==> src/rtl/alu_op_sequencer.sv <==
// alu_op_sequencer: issues encoded ops to the ripple-carry ALU, waits a
// settle window, then returns registered result/flags on a response channel.
module alu_op_sequencer #(
   parameter int unsigned SETTLE_CYCLES = 2,
   parameter int unsigned TAG_W         = 4
) (
   input  logic             clk,
   input  logic             rst_n,
   input  logic             req_valid,
   output logic             req_ready,
   input  logic [2:0]       req_op,
   input  logic [31:0]      req_a,
   input  logic [31:0]      req_b,
   input  logic [TAG_W-1:0] req_tag,
   output logic [31:0]      alu_src1,
   output logic [31:0]      alu_src2,
   output logic [3:0]       alu_ctrl,
   input  logic [31:0]      alu_result,
   input  logic             alu_zero,
   input  logic             alu_cout,
   input  logic             alu_overflow,
   output logic             rsp_valid,
   input  logic             rsp_ready,
   output logic [31:0]      rsp_result,
   output logic [2:0]       rsp_flags,
   output logic [TAG_W-1:0] rsp_tag,
   output logic             rsp_err,
   output logic             busy,
   output logic [15:0]      op_count
);

   typedef enum logic [1:0] {IDLE, EXEC, RESP} state_t;

   localparam logic [3:0] SETTLE_LOAD = 4'(SETTLE_CYCLES - 1);

   state_t           state_q, state_d;
   logic [3:0]       cnt_q, cnt_d;
   logic [31:0]      src1_q, src1_d;
   logic [31:0]      src2_q, src2_d;
   logic [3:0]       ctrl_q, ctrl_d;
   logic             logic_op_q, logic_op_d;
   logic [TAG_W-1:0] tag_q, tag_d;
   logic [31:0]      result_q, result_d;
   logic [2:0]       flags_q, flags_d;
   logic [TAG_W-1:0] rsp_tag_q, rsp_tag_d;
   logic             err_q, err_d;
   logic [15:0]      count_q, count_d;
   logic             accept;
   logic             reserved;
   logic [3:0]       enc_ctrl;

   always_comb begin
      enc_ctrl = 4'b0000;
      unique case (req_op)
         3'b000:  enc_ctrl = 4'b0000;
         3'b001:  enc_ctrl = 4'b0001;
         3'b010:  enc_ctrl = 4'b0010;
         3'b011:  enc_ctrl = 4'b0110;
         3'b100:  enc_ctrl = 4'b1100;
         3'b101:  enc_ctrl = 4'b1101;
         3'b110:  enc_ctrl = 4'b0111;
         default: enc_ctrl = 4'b0000;
      endcase
   end

   assign req_ready = (state_q == IDLE) ||
                      ((state_q == RESP) && rsp_ready);
   assign accept    = req_valid && req_ready;
   assign reserved  = (req_op == 3'b111);

   always_comb begin
      state_d    = state_q;
      cnt_d      = cnt_q;
      src1_d     = src1_q;
      src2_d     = src2_q;
      ctrl_d     = ctrl_q;
      logic_op_d = logic_op_q;
      tag_d      = tag_q;
      result_d   = result_q;
      flags_d    = flags_q;
      rsp_tag_d  = rsp_tag_q;
      err_d      = err_q;
      count_d    = count_q;

      unique case (state_q)
         EXEC: begin
            if (cnt_q == 4'd0) begin
               // carry/overflow are meaningless for bitwise ops
               result_d  = alu_result;
               flags_d   = {alu_overflow & ~logic_op_q,
                            alu_cout & ~logic_op_q,
                            alu_zero};
               err_d     = 1'b0;
               rsp_tag_d = tag_q;
               state_d   = RESP;
            end else begin
               cnt_d = cnt_q - 4'd1;
            end
         end
         RESP: begin
            if (rsp_ready) begin
               count_d = count_q + 16'd1;
               state_d = IDLE;
            end
         end
         default: ;
      endcase

      if (accept) begin
         src1_d     = req_a;
         src2_d     = req_b;
         ctrl_d     = enc_ctrl;
         tag_d      = req_tag;
         logic_op_d = ~req_op[1];
         if (reserved) begin
            result_d  = 32'd0;
            flags_d   = 3'b000;
            err_d     = 1'b1;
            rsp_tag_d = req_tag;
            state_d   = RESP;
         end else begin
            cnt_d   = SETTLE_LOAD;
            state_d = EXEC;
         end
      end
   end

   always_ff @(posedge clk) begin
      if (!rst_n) begin
         state_q    <= IDLE;
         cnt_q      <= 4'd0;
         src1_q     <= 32'd0;
         src2_q     <= 32'd0;
         ctrl_q     <= 4'd0;
         logic_op_q <= 1'b0;
         tag_q      <= '0;
         result_q   <= 32'd0;
         flags_q    <= 3'd0;
         rsp_tag_q  <= '0;
         err_q      <= 1'b0;
         count_q    <= 16'd0;
      end else begin
         state_q    <= state_d;
         cnt_q      <= cnt_d;
         src1_q     <= src1_d;
         src2_q     <= src2_d;
         ctrl_q     <= ctrl_d;
         logic_op_q <= logic_op_d;
         tag_q      <= tag_d;
         result_q   <= result_d;
         flags_q    <= flags_d;
         rsp_tag_q  <= rsp_tag_d;
         err_q      <= err_d;
         count_q    <= count_d;
      end
   end

   assign alu_src1   = src1_q;
   assign alu_src2   = src2_q;
   assign alu_ctrl   = ctrl_q;
   assign rsp_valid  = (state_q == RESP);
   assign rsp_result = result_q;
   assign rsp_flags  = flags_q;
   assign rsp_tag    = rsp_tag_q;
   assign rsp_err    = err_q;
   assign busy       = (state_q != IDLE);
   assign op_count   = count_q;

endmodule

==> config.mk <==
export PLATFORM = sky130hd
export DESIGN_NAME = alu_op_sequencer
export DESIGN_NICKNAME = d
export VERILOG_FILES = /design/src/rtl/alu_op_sequencer.sv
export SDC_FILE = /design/constraint.sdc
export NUM_CORES = 1
export LEC_CHECK = 0
export CAP_MARGIN = 25
export CORE_MARGIN = 5
export CORE_UTILIZATION = 41
export CTS_CLUSTER_SIZE = 25
export DETAILED_ROUTE_END_ITERATION = 16
export GPL_TIMING_DRIVEN = 0
export PLACE_DENSITY = 0.87
export SKIP_LAST_GASP = 1
export SLEW_MARGIN = 20
export SYNTH_ARGS = -nofsm -noshare
export SYNTH_HDL_FRONTEND = slang
export SYNTH_SLANG_ARGS = --single-unit
export TNS_END_PERCENT = 100
==> constraint.sdc <==
create_clock -name clk -period 1.9 [get_ports clk]
set_input_delay 0.285 -clock clk [delete_from_list [all_inputs] [get_ports clk]]
set_output_delay 0.285 -clock clk [all_outputs]
set_load 0.01 [all_outputs]
After elaboration in Yosys (flattened, before gate mapping) --
Cells that the tools add are included.
Storage, ports and cells: register bits after elaboration 135, bits in latches 0, RAM bits 0, ROM bits 0, output and inout port bits 127, logic and storage cells 64, memories 0
Cells by class: add/subtract/negate cells 2, $mul 0, div/mod/pow operators 0, order comparisons 0, equality and inequality tests 11, shift operators 0, mux-type cells 26, bitwise gates (word level) 4, reduce and logical (&&, ||, !) cells 9
Operator list (number):
- 2-to-1 mux 32 bit | 4
- 2-to-1 mux 4 bit | 8
- case mux 4 bit (6 select lines) | 1
- adder 16 x 1 -> 16 bit (second input constant) | 1
- equality test 3 bit (second input constant) | 4
- 2-to-1 mux 3 bit | 4
- 2-to-1 mux 2 bit | 4
- equality test 3 x 2 -> 1 bit (second input constant) | 2
- zero test 4 bit | 1
- 2-to-1 mux 1 bit | 4
- case mux 2 bit (2 select lines) | 1
- subtractor 4 x 1 -> 4 bit (second input constant) | 1
- equality test 3 x 1 -> 1 bit (second input constant) | 1
- inequality test 3 x 1 -> 1 bit (second input constant) | 1
- inequality test 3 bit (second input constant) | 1
- AND reduction 3 bit | 1
- nonzero test 3 bit | 1
- AND 1 bit | 2
- equality test 2 x 1 -> 1 bit (second input constant) | 1
- equality test 2 bit (second input constant) | 1
- logical AND 1 bit | 2
- zero test 2 bit | 1
- inverter 1 bit | 2
- AND reduction 2 bit | 1
- other kinds (2) | 2

Longest topological paths before layout --
depth after elaboration 6, mapped depth 7, mapped depth without buffers 6

Worst setup path before layout --
No wires, ideal clock.
kind register to register, from reg cnt_q[0], to reg result_q[22] (netlist: rsp_result[22]), arrival 1483 ps, required time 1830 ps, setup slack 348 ps, stages on the path, launching flop included 8, path buffers 1, cell sequence dfxtp_1 -> inv_1 -> ha_1 -> or3b_1 -> nor2_4 -> buf_2 -> nand2_1 -> a21oi_1
On the way: longest elaborated chain between the ends 5
Ends and longest elaborated chain:
- start, declared | RTL line 37 | logic [3:0] cnt_q, cnt_d;
- start signal, assigned | RTL line 144 | cnt_q <= cnt_d;
- zero test 4 bit * | RTL line 87 | if (cnt_q == 4'd0) begin
- 2-to-1 mux 32 bit * | RTL line 87
- 2-to-1 mux 32 bit * | RTL line 85 | unique case (state_q)
- 2-to-1 mux 32 bit | RTL line 115 | if (reserved) begin
- 2-to-1 mux 32 bit * | RTL line 109 | if (accept) begin
- end signal, assigned | RTL line 150 | result_q <= result_d;
- end, declared | RTL line 43 | logic [31:0] result_q, result_d;
Every way passes the cells marked *; elsewhere a longest branch is shown, timed or not. A chain may end at the register's enable or synchronous reset.

Worst setup path in the final report --
from reg state_q[0], to out busy
On the way: longest elaborated chain between the ends 1
Ends and longest elaborated chain:
- start, declared | RTL line 36 | state_t state_q, state_d;
- start signal, assigned | RTL line 143 | state_q <= state_d;
- nonzero test 2 bit | RTL line 166 | assign busy = (state_q != IDLE);
- end, declared | RTL line 28 | output logic busy,
Every way passes these cells.

==> impl_metrics.tcl <==
set metrics [dict create \
    hold_class "primary input to flop" \
    leakage_nw 3.11 \
    vias_per_cell 4.86 \
    drtAntennaViolNets 0 \
    wl_per_cell_um 15.3 \
    cts.htree.levels 4 \
    netlist_instances 619 \
    io_buffer_count 236 \
    grt_max_degree 17 \
    antenna_found_initial 0 \
    ys_ff_latch 135 \
    p_int_mw 5.74 \
    first_iter_violations 195 \
    async_reset_ff_share_pct 0 \
    period_needed_ns 1.76 \
    cts_tree "yes" \
    worst_slew_pin_slew_ns 0.616 \
    cts.sinks 135 \
    insertion_delay_ns 0.41 \
    drive_gt1_share_pct 8.87 \
    place.gp.congestion 0.826 \
    timing.final.crit_share_pct 92.9 \
    cp.arrival_ns 1.48 \
    max_slew_margin_pct 58.9 \
    nNetsFinal 990 \
    tns_ns 0 \
    worst_setup_path_end_kind "output port" \
    die_h_um 122 \
    place_hpwl_um 12300 \
    die_x_um 122 \
    area_growth_syn_to_layout_pct 62.3 \
    status "finished, final reports clean" \
    initial_core_util_pct 42.2 \
    switchingPower_mw 1.93 \
    worstSetupPathType "flop to output port" \
    grt_pass1_vias 4847 \
    clockPowerShare_pct 41.0 \
    yosysWarnings 0 \
    setup-violations-final 0 \
    syn_avg_cell_area_um2 8.26 \
    cts_buffer_depth 2 \
    grt_use_total_pct 21.2 \
    worst_hold_slack_ns 0.419 \
    io_pins 237 \
    finalPower_mw 7.66 \
    seqPwrFrac_pct 40.9 \
    num_vias 5152 \
    diodes 0 \
    drc 0 \
    cts_made_buffers 17 \
    dieArea_um2 14800 \
    cts.reportedPaths.clkPinSlew_ns 0.06 \
    grt_pass1_wl_um 24600 \
    fin_skew_ns 0.00817 \
    core.rowCount 40 \
    wl_um 16200 \
    coreArea_um2 12100 \
    comb_power_share_pct 18.1 \
    sw_frac_of_total_pct 25.2 \
    synthFlopType "dfxtp_1" \
    finalHoldViolations 0 \
    yosysSeqAreaShare_pct 52.9 \
    synthesis.area_um2 5110 \
    syn_nets 731 \
    grt-ovfl-total 0 \
    clockRootBuffer "clkbuf_16" \
    rrSetupSlack_ns 0.16 \
    crit_fanout 10 \
    vdd_drop_max_v 0.000563 \
    rsz0062_at_grt "no" \
    fmax_ghz 0.567 \
    synth_cell_types 44 \
    final_max_slew_viol_count 0 \
    firstDrtPassIters 4 \
    crit_path_start_kind "flop" \
    cap_violations 0 \
    critPathRequiredTime_ns 1.62 \
    p_per_area_nw_per_um2 924 \
    synth_edf_count 0 \
]
-- final timing paths --
check                                  from  depth (start not counted)            end
worst max-delay path             state_q[0]                          3           busy
worst min-delay path               req_a[5]                          3    alu_src1[5]
worst max register to register     cnt_q[0]                          8  rsp_result[4]
worst min register to register  alu_src2[7]                          2    alu_src2[7]
-- worst max-delay path: stages (launching register included) --
cell and delay, ns:
dfxtp_1 0.31, buf_2 0.18, or2_2 0.30, dlygate4sd2_1 0.29
-- power by group through the flow --
stage	Combinational, mW	Sequential [mW]	Clock [mW]
2_1_floorplan	0.526	3.26	0
3_3_place_gp	1.36	3.18	0
3_5_place_dp	1.37	3.19	0
4_1_cts	1.38	3.13	3.21
5_1_grt	1.51	3.16	3.34
6_report	1.38	3.13	3.15
-- logic make-up (layout without fill, tap and decap cells) --
kind of cell / Yosys count / in the layout / share of synthesized area [%]
fa+ha+maj: 2 / 2 / 0.490
compound gates: 125 / 125 / 13.0
flops: 135 / 135 / 52.9
xor+xnor: 13 / 13 / 2.23
buf+inv: 45 / 317 / 4.38
simple gates: 290 / 290 / 25.3
mux: 9 / 9 / 1.79
-- stage by stage --
stage | worst slack, ns | utilization [%] | cells | instance area (µm²)
floorplan | 0.348 | - | 619 | 5110
CTS | -0.0449 | 68.2 | 1055 | 8250
detailed placement | -0.409 | 63.4 | 1023 | 7680
finish | 0.135 | 68.5 | 1059 | 8290
global route | 0.0263 | 68.5 | 1059 | 8290
global placement | -0.361 | 63.4 | 1023 | 7680
-- sequential cells by signal (all words and copies together) (netlist names), 4 cells and up --
signal and count:
cnt_q 4, op_count 16, alu_src2 32, rsp_tag 4
alu_ctrl 4, alu_src1 32, rsp_result 32, tag_q 4
-- cell type report --
type / count / area (µm²)
clock inverters: 10 / 103
plain buffers: 39 / 209
fillers: 983 / 3820
well taps: 168 / 210
multi-input cells: 439 / 2190
clock buffers: 22 / 464
repair buffers: 240 / 2390
flip-flops and latches: 135 / 2700
inverters: 6 / 22.5
-- routing by layer --
metal / vias to the layer above / GRT usage, % / share of wire (%)
li1: 2557 / - / -
met1: 2377 / 22.9 / 38
met2: 197 / 36.4 / 49
met3: 21 / 9.47 / 11
met4: 0 / 8.54 / 1.8
met5: - / 0 / 0
-- cells in the mapped netlist, types with 5 or more instances --
cell type	count	area share [%]
a21oi_1	111	11
buf_2	17	1.7
buf_4	7	1.0
clkbuf_1	12	0.88
dfxtp_1	135	53
inv_1	5	0.37
mux2i_1	8	1.6
nand2_1	222	16
nand2b_1	6	0.73
nand3_1	8	0.78
nand3b_1	5	0.73
nor2_1	21	1.5
xnor2_1	9	1.5
-- what timing repair did --
action,CTS,global route
endpoints found under the setup margin,4,34
hold buffers,0,0
setup buffers,0,4
pin swaps,0,1
hold endpoints to repair,0,0
resized for setup,6,8
-- layout by cell type, fill, tap and decap left out, types with 5 or more instances in the layout --
cell type	instances
clkinv_2	7
mux2i_1	8
dfxtp_1	134
nand2_1	222
xnor2_1	9
clkdlybuf4s50_1	232
a21oi_1	111
buf_2	16
nand3b_1	5
nand3_1	8
clkbuf_16	17
buf_4	11
nand2b_1	6
inv_1	5
nor2_1	21
clkbuf_1	13
Note: power is estimated with default switching activity, not from simulation.
